[src/rtl/reg16_loader_pkg.sv]
// Sizes and state encoding shared by the loader, the 16x8 scan stage and the bench.
package reg16_loader_pkg;

    localparam int DEPTH  = 16;
    localparam int WIDTH  = 8;
    localparam int ADDR_W = 4;

    localparam logic [WIDTH-1:0]  PAD_VAL   = 8'h00;
    localparam logic [ADDR_W-1:0] LAST_IDX  = 4'd15;
    localparam logic [ADDR_W-1:0] IDX_ZERO  = 4'd0;
    localparam logic [ADDR_W-1:0] IDX_ONE   = 4'd1;
    localparam logic [ADDR_W:0]   CNT_ZERO  = 5'd0;
    localparam logic [ADDR_W:0]   CNT_ONE   = 5'd1;
    localparam logic [WIDTH-1:0]  DATA_ZERO = 8'h00;

    typedef logic [2:0] state_t;

    localparam state_t S_IDLE  = 3'd0;
    localparam state_t S_LOAD  = 3'd1;
    localparam state_t S_PAD   = 3'd2;
    localparam state_t S_FLUSH = 3'd3;
    localparam state_t S_KICK  = 3'd4;
    localparam state_t S_WAIT  = 3'd5;
    localparam state_t S_FIN   = 3'd6;

    function automatic logic is_last_idx(input logic [ADDR_W-1:0] idx);
        return idx == LAST_IDX;
    endfunction

endpackage

[src/rtl/reg16_loader.sv]
// Streams one frame of bytes into the 16x8 register file, pads short frames,
// kicks the scan stage and waits for it before accepting the next frame.
module reg16_loader
    import reg16_loader_pkg::*;
(
    input  logic              Clk,
    input  logic              Rst,
    input  logic              start,
    input  logic              in_valid,
    input  logic [WIDTH-1:0]  in_data,
    input  logic              in_last,
    output logic              in_ready,
    output logic              w_en,
    output logic [ADDR_W-1:0] w_addr,
    output logic [WIDTH-1:0]  w_data,
    output logic              go,
    input  logic              done_in,
    output logic              busy,
    output logic              load_done,
    output logic [ADDR_W:0]   count
);

    state_t              state_q, state_d;
    logic [ADDR_W-1:0]   idx_q, idx_d;
    logic [ADDR_W:0]     count_q, count_d;
    logic                w_en_q, w_en_d;
    logic [ADDR_W-1:0]   w_addr_q, w_addr_d;
    logic [WIDTH-1:0]    w_data_q, w_data_d;

    logic in_ready_s, busy_s, go_s, load_done_s, accept_s;

    assign accept_s = in_valid & in_ready_s;

    // State register.
    always_ff @(posedge Clk) begin
        if (Rst) begin
            state_q <= S_IDLE;
        end else begin
            state_q <= state_d;
        end
    end

    // Next-state logic; a full frame ends at the 16th byte whether or not in_last is set.
    always_comb begin
        state_d = state_q;
        case (state_q)
            S_IDLE: begin
                if (start) state_d = S_LOAD;
                else       state_d = S_IDLE;
            end
            S_LOAD: begin
                if (accept_s) begin
                    if (is_last_idx(idx_q)) state_d = S_FLUSH;
                    else if (in_last)       state_d = S_PAD;
                    else                    state_d = S_LOAD;
                end else begin
                    state_d = S_LOAD;
                end
            end
            S_PAD: begin
                if (is_last_idx(idx_q)) state_d = S_FLUSH;
                else                    state_d = S_PAD;
            end
            S_FLUSH: state_d = S_KICK;
            S_KICK:  state_d = S_WAIT;
            S_WAIT: begin
                if (done_in) state_d = S_FIN;
                else         state_d = S_WAIT;
            end
            S_FIN:   state_d = S_IDLE;
            default: state_d = S_IDLE;
        endcase
    end

    // State-decoded outputs.
    always_comb begin
        in_ready_s  = 1'b0;
        busy_s      = 1'b1;
        go_s        = 1'b0;
        load_done_s = 1'b0;
        case (state_q)
            S_IDLE:  busy_s      = 1'b0;
            S_LOAD:  in_ready_s  = 1'b1;
            S_KICK:  go_s        = 1'b1;
            S_FIN:   load_done_s = 1'b1;
            S_PAD, S_FLUSH, S_WAIT: busy_s = 1'b1;
            default: busy_s      = 1'b0;
        endcase
    end

    // Write-port and counter next values; idx parks at the last entry until the next start.
    always_comb begin
        idx_d    = idx_q;
        count_d  = count_q;
        w_en_d   = 1'b0;
        w_addr_d = w_addr_q;
        w_data_d = w_data_q;
        case (state_q)
            S_IDLE: begin
                if (start) begin
                    idx_d   = IDX_ZERO;
                    count_d = CNT_ZERO;
                end else begin
                    idx_d   = idx_q;
                    count_d = count_q;
                end
            end
            S_LOAD: begin
                if (accept_s) begin
                    w_en_d   = 1'b1;
                    w_addr_d = idx_q;
                    w_data_d = in_data;
                    count_d  = count_q + CNT_ONE;
                    if (is_last_idx(idx_q)) idx_d = idx_q;
                    else                    idx_d = idx_q + IDX_ONE;
                end else begin
                    w_en_d = 1'b0;
                end
            end
            S_PAD: begin
                w_en_d   = 1'b1;
                w_addr_d = idx_q;
                w_data_d = PAD_VAL;
                if (is_last_idx(idx_q)) idx_d = idx_q;
                else                    idx_d = idx_q + IDX_ONE;
            end
            default: w_en_d = 1'b0;
        endcase
    end

    // Datapath registers.
    always_ff @(posedge Clk) begin
        if (Rst) begin
            idx_q    <= IDX_ZERO;
            count_q  <= CNT_ZERO;
            w_en_q   <= 1'b0;
            w_addr_q <= IDX_ZERO;
            w_data_q <= DATA_ZERO;
        end else begin
            idx_q    <= idx_d;
            count_q  <= count_d;
            w_en_q   <= w_en_d;
            w_addr_q <= w_addr_d;
            w_data_q <= w_data_d;
        end
    end

    assign in_ready  = in_ready_s;
    assign busy      = busy_s;
    assign go        = go_s;
    assign load_done = load_done_s;
    assign w_en      = w_en_q;
    assign w_addr    = w_addr_q;
    assign w_data    = w_data_q;
    assign count     = count_q;

endmodule

[config.mk]
export PLATFORM = sky130hd
export DESIGN_NAME = reg16_loader
export DESIGN_NICKNAME = d
export VERILOG_FILES = /design/src/rtl/reg16_loader_pkg.sv /design/src/rtl/reg16_loader.sv
export SDC_FILE = /design/constraint.sdc
export NUM_CORES = 1
export LEC_CHECK = 0
export ABC_AREA = 1
export ABC_CLOCK_PERIOD_IN_PS = 2100
export BUFFER_PORTS_ARGS = -buffer_cell sky130_fd_sc_hd__buf_2
export CAP_MARGIN = 10
export CORE_UTILIZATION = 54
export DETAILED_ROUTE_END_ITERATION = 10
export HOLD_SLACK_MARGIN = 0.1
export PLACE_DENSITY_LB_ADDON = 0.1
export SKIP_CTS_REPAIR_TIMING = 1
export SLEW_MARGIN = 25
export SYNTH_ARGS = -nofsm -noshare
export SYNTH_HDL_FRONTEND = slang
export SYNTH_SLANG_ARGS = --single-unit
[constraint.sdc]
create_clock -name Clk -period 2.1 [get_ports Clk]
set_clock_uncertainty 0.2 [all_clocks]
set_input_delay 0.21 -clock Clk [delete_from_list [all_inputs] [get_ports Clk]]
set_output_delay 0.21 -clock Clk [all_outputs]
set_load 0.1 [all_outputs]
==> run metrics <==
R2R setup slack 470 ps; Initial Utilization 59.7%; # rows 16; share of total power in the clock network 16.9%; vias in the first global route 1,051; total clock sinks 25; gr usage total 22.3%; multi-input gate area in the final layout 638 sq um; clk root buf clkbuf_4; H-tree depth 1; Core ar. 0.00204 sq mm; worst reg2reg startpoint state_q[0]; Worst Setup End Kind primary output; fmax 0.509 GHz; sequential cell area 500 sq um; # port buffers 35; share of Yosys cell area claimed by the top area cell type 41.0%; ant diodes 0; Async SR Flop Fraction 0%; CP Launch Type register; total global routing overflow 0; Reg2Reg Depth 6; Antenna Nets Post-Route 0; Cell variety after synth 23; Vias/cell 4.93; crit path DAT 1560 ps; share of the yosys chip area belonging to registers 41.0%; top_reg_cell synth dfxtp_1; largest cells by area after synthesis dfxtp_1 (41%), nor2_1 (15%), o21ai_0 (8.2%); worst hold path class input port to register; post-DR wirelength/cell 10.9 microns; Worst VDD drop 0.591 mV; CTS Buf Count 3; worst rel slew slack 67.8%; synthesis warning total 0; Syn Std Cell Area 0.00122 sq mm; final WL 2.70 mm; Slew @ Worst Pin 486 ps; Final HPWL DP 1.98 mm; list of most frequent post-synthesis cells nor2_1 (48), dfxtp_1 (25), nand2_1 (20), o21ai_0 (20), inv_1 (16); CTS clock-pin slew for the worst setup and hold paths 120 ps; HP Start start; Leak 0.000772 uW; CTS max path bufs 2; minimum clock period after layout 1970 ps; Sw Share 43.6%; Critical Path RT 1690 ps; Int Pwr 692 uW; syn_nets 188; Starting DRT DRC Count 35; Overall Power 1230 uW; die area 0.00245 sq mm; worst setup path start state_q[1]; DRC errors left 0; largest net degree at the start of global routing 15; Post-Layout Inst Area 0.00157 sq mm; Reg-to-Reg End count[3]; NumNets Final 238; top-level port count 36; worst-path maximum fanout 5; die height 49.5 microns; CTS tree yes; synthesis-to-layout area growth 28.5%; area post-placement 0.00143 sq mm; DR vias 1,223; switching pwr 534 uW; status complete, no violations; Seq cells post-synth 25; GP Congestion 0.881; end point of the worst hold path state_q[0]; setup violators final 0; EDFF count, synth 0; Fin. Hold Viols 0; setup TNS 0 ps; unrepaired setup endpoints after global routing no; drt pass-1 iters 4; fraction of the cycle the final worst path needs 93.6%; die width 49.5 microns; most frequent cell after synthesis nor2_1; combinational share of power 39.0%; Worst Hold Depth 5; initial antenna violation count 0; first-pass GRT wire length 4.34 mm; maxcap violations 0; Synth Instances 172; Fill cells 175; Worst-Skew Late Latency 310 ps; pwr dens 782 mW/mm^2; layout cells sized above 1 23.5%; Setup CP Type register to primary output; max-slew violations 0; Mean Syn Cell Area 7.09 sq um; largest area contributor in the netlist dfxtp_1; power share of the sequential group 44.2%
worst max-delay path, cell delays in order, from the launching register on:
cell     delay [ps]
dfxtp_1         450
inv_1            90
nand2_1         140
o22ai_1          90
inv_1            60
buf_2           410
final cells by class:
type | instances | area share (%)
well taps | 27 | 2.15
flip-flops and latches | 25 | 31.9
clock buffers | 4 | 1.68
multi-input cells | 125 | 40.7
repair buffers | 46 | 18.4
inverters | 21 | 5.19
sequential cells by signal, indices dropped and copies added, names as in the netlist:
signal / count
count: 5
idx_q: 4
state_q: 3
w_addr: 4
w_data: 8
w_en: 1
kinds of logic after synthesis:
group / synth area share, %
compound gates: 14.5
flops: 41.0
simple gates: 33.2
fa+ha+maj: 2.05
xor+xnor: 2.15
buf+inv: 7.08
per-stage QoR:
step           hold slack, ps  std cells  util, %  setup WS (ps)
6_report                  120        248     76.8            135
3_3_place_gp              223        233     70.0            447
4_1_cts                  -121        237     71.3           58.3
2_1_floorplan            79.1        172        -           36.2
3_5_place_dp              227        233     70.0            430
5_1_grt                   133        248     76.8           27.2
per-layer routing:
metal / vias up / track usage, % / routed length, microns
li1: 648 / - / -
met1: 549 / 27.9 / 1250
met2: 24 / 39.6 / 1330
met3: 2 / 4.01 / 102
met4: 0 / 4.29 / 12
met5: - / 0 / 0
power groups by stage:
stage               clock network, uW  logic [uW]  registers, uW
floorplan                           0         185            750
global placement                    0         455            549
detailed placement                  0         460            552
CTS                               219         461            541
global route                      234         513            547
finish                            207         478            541
cells in the final DEF, fill, tap and decap left out:
master          n
o21ai_1         3
nand2_4         2
ha_1            2
xor2_1          2
dlygate4sd3_1  11
a21oi_2         1
a31oi_1         1
buf_2          34
inv_2           4
nor2_1         46
xnor2_1         1
a21oi_1         5
o22ai_1         1
nor3_1          1
o21bai_1        1
nor2_4          2
clkbuf_4        4
nand2_8         2
nor2_2          2
nand3_1        12
inv_4           1
o211ai_1        1
nand2_1        20
inv_1          16
dfxtp_1        25
clkbuf_1        1
o21ai_0        20
worst max path at each step:
| stage | endpoint | slack, ps | cells after the start |
|---|---|---|---|
| 3_5_place_dp | in_ready | 430 | 5 |
| 6_report | busy | 130 | 5 |
| 2_1_floorplan | count[4] | 40 | 8 |
| 3_3_place_gp | in_ready | 450 | 5 |
| 4_1_cts | in_ready | 60 | 5 |
| 5_1_grt | busy | 30 | 5 |
Note: power is estimated with default switching activity, not from simulation.
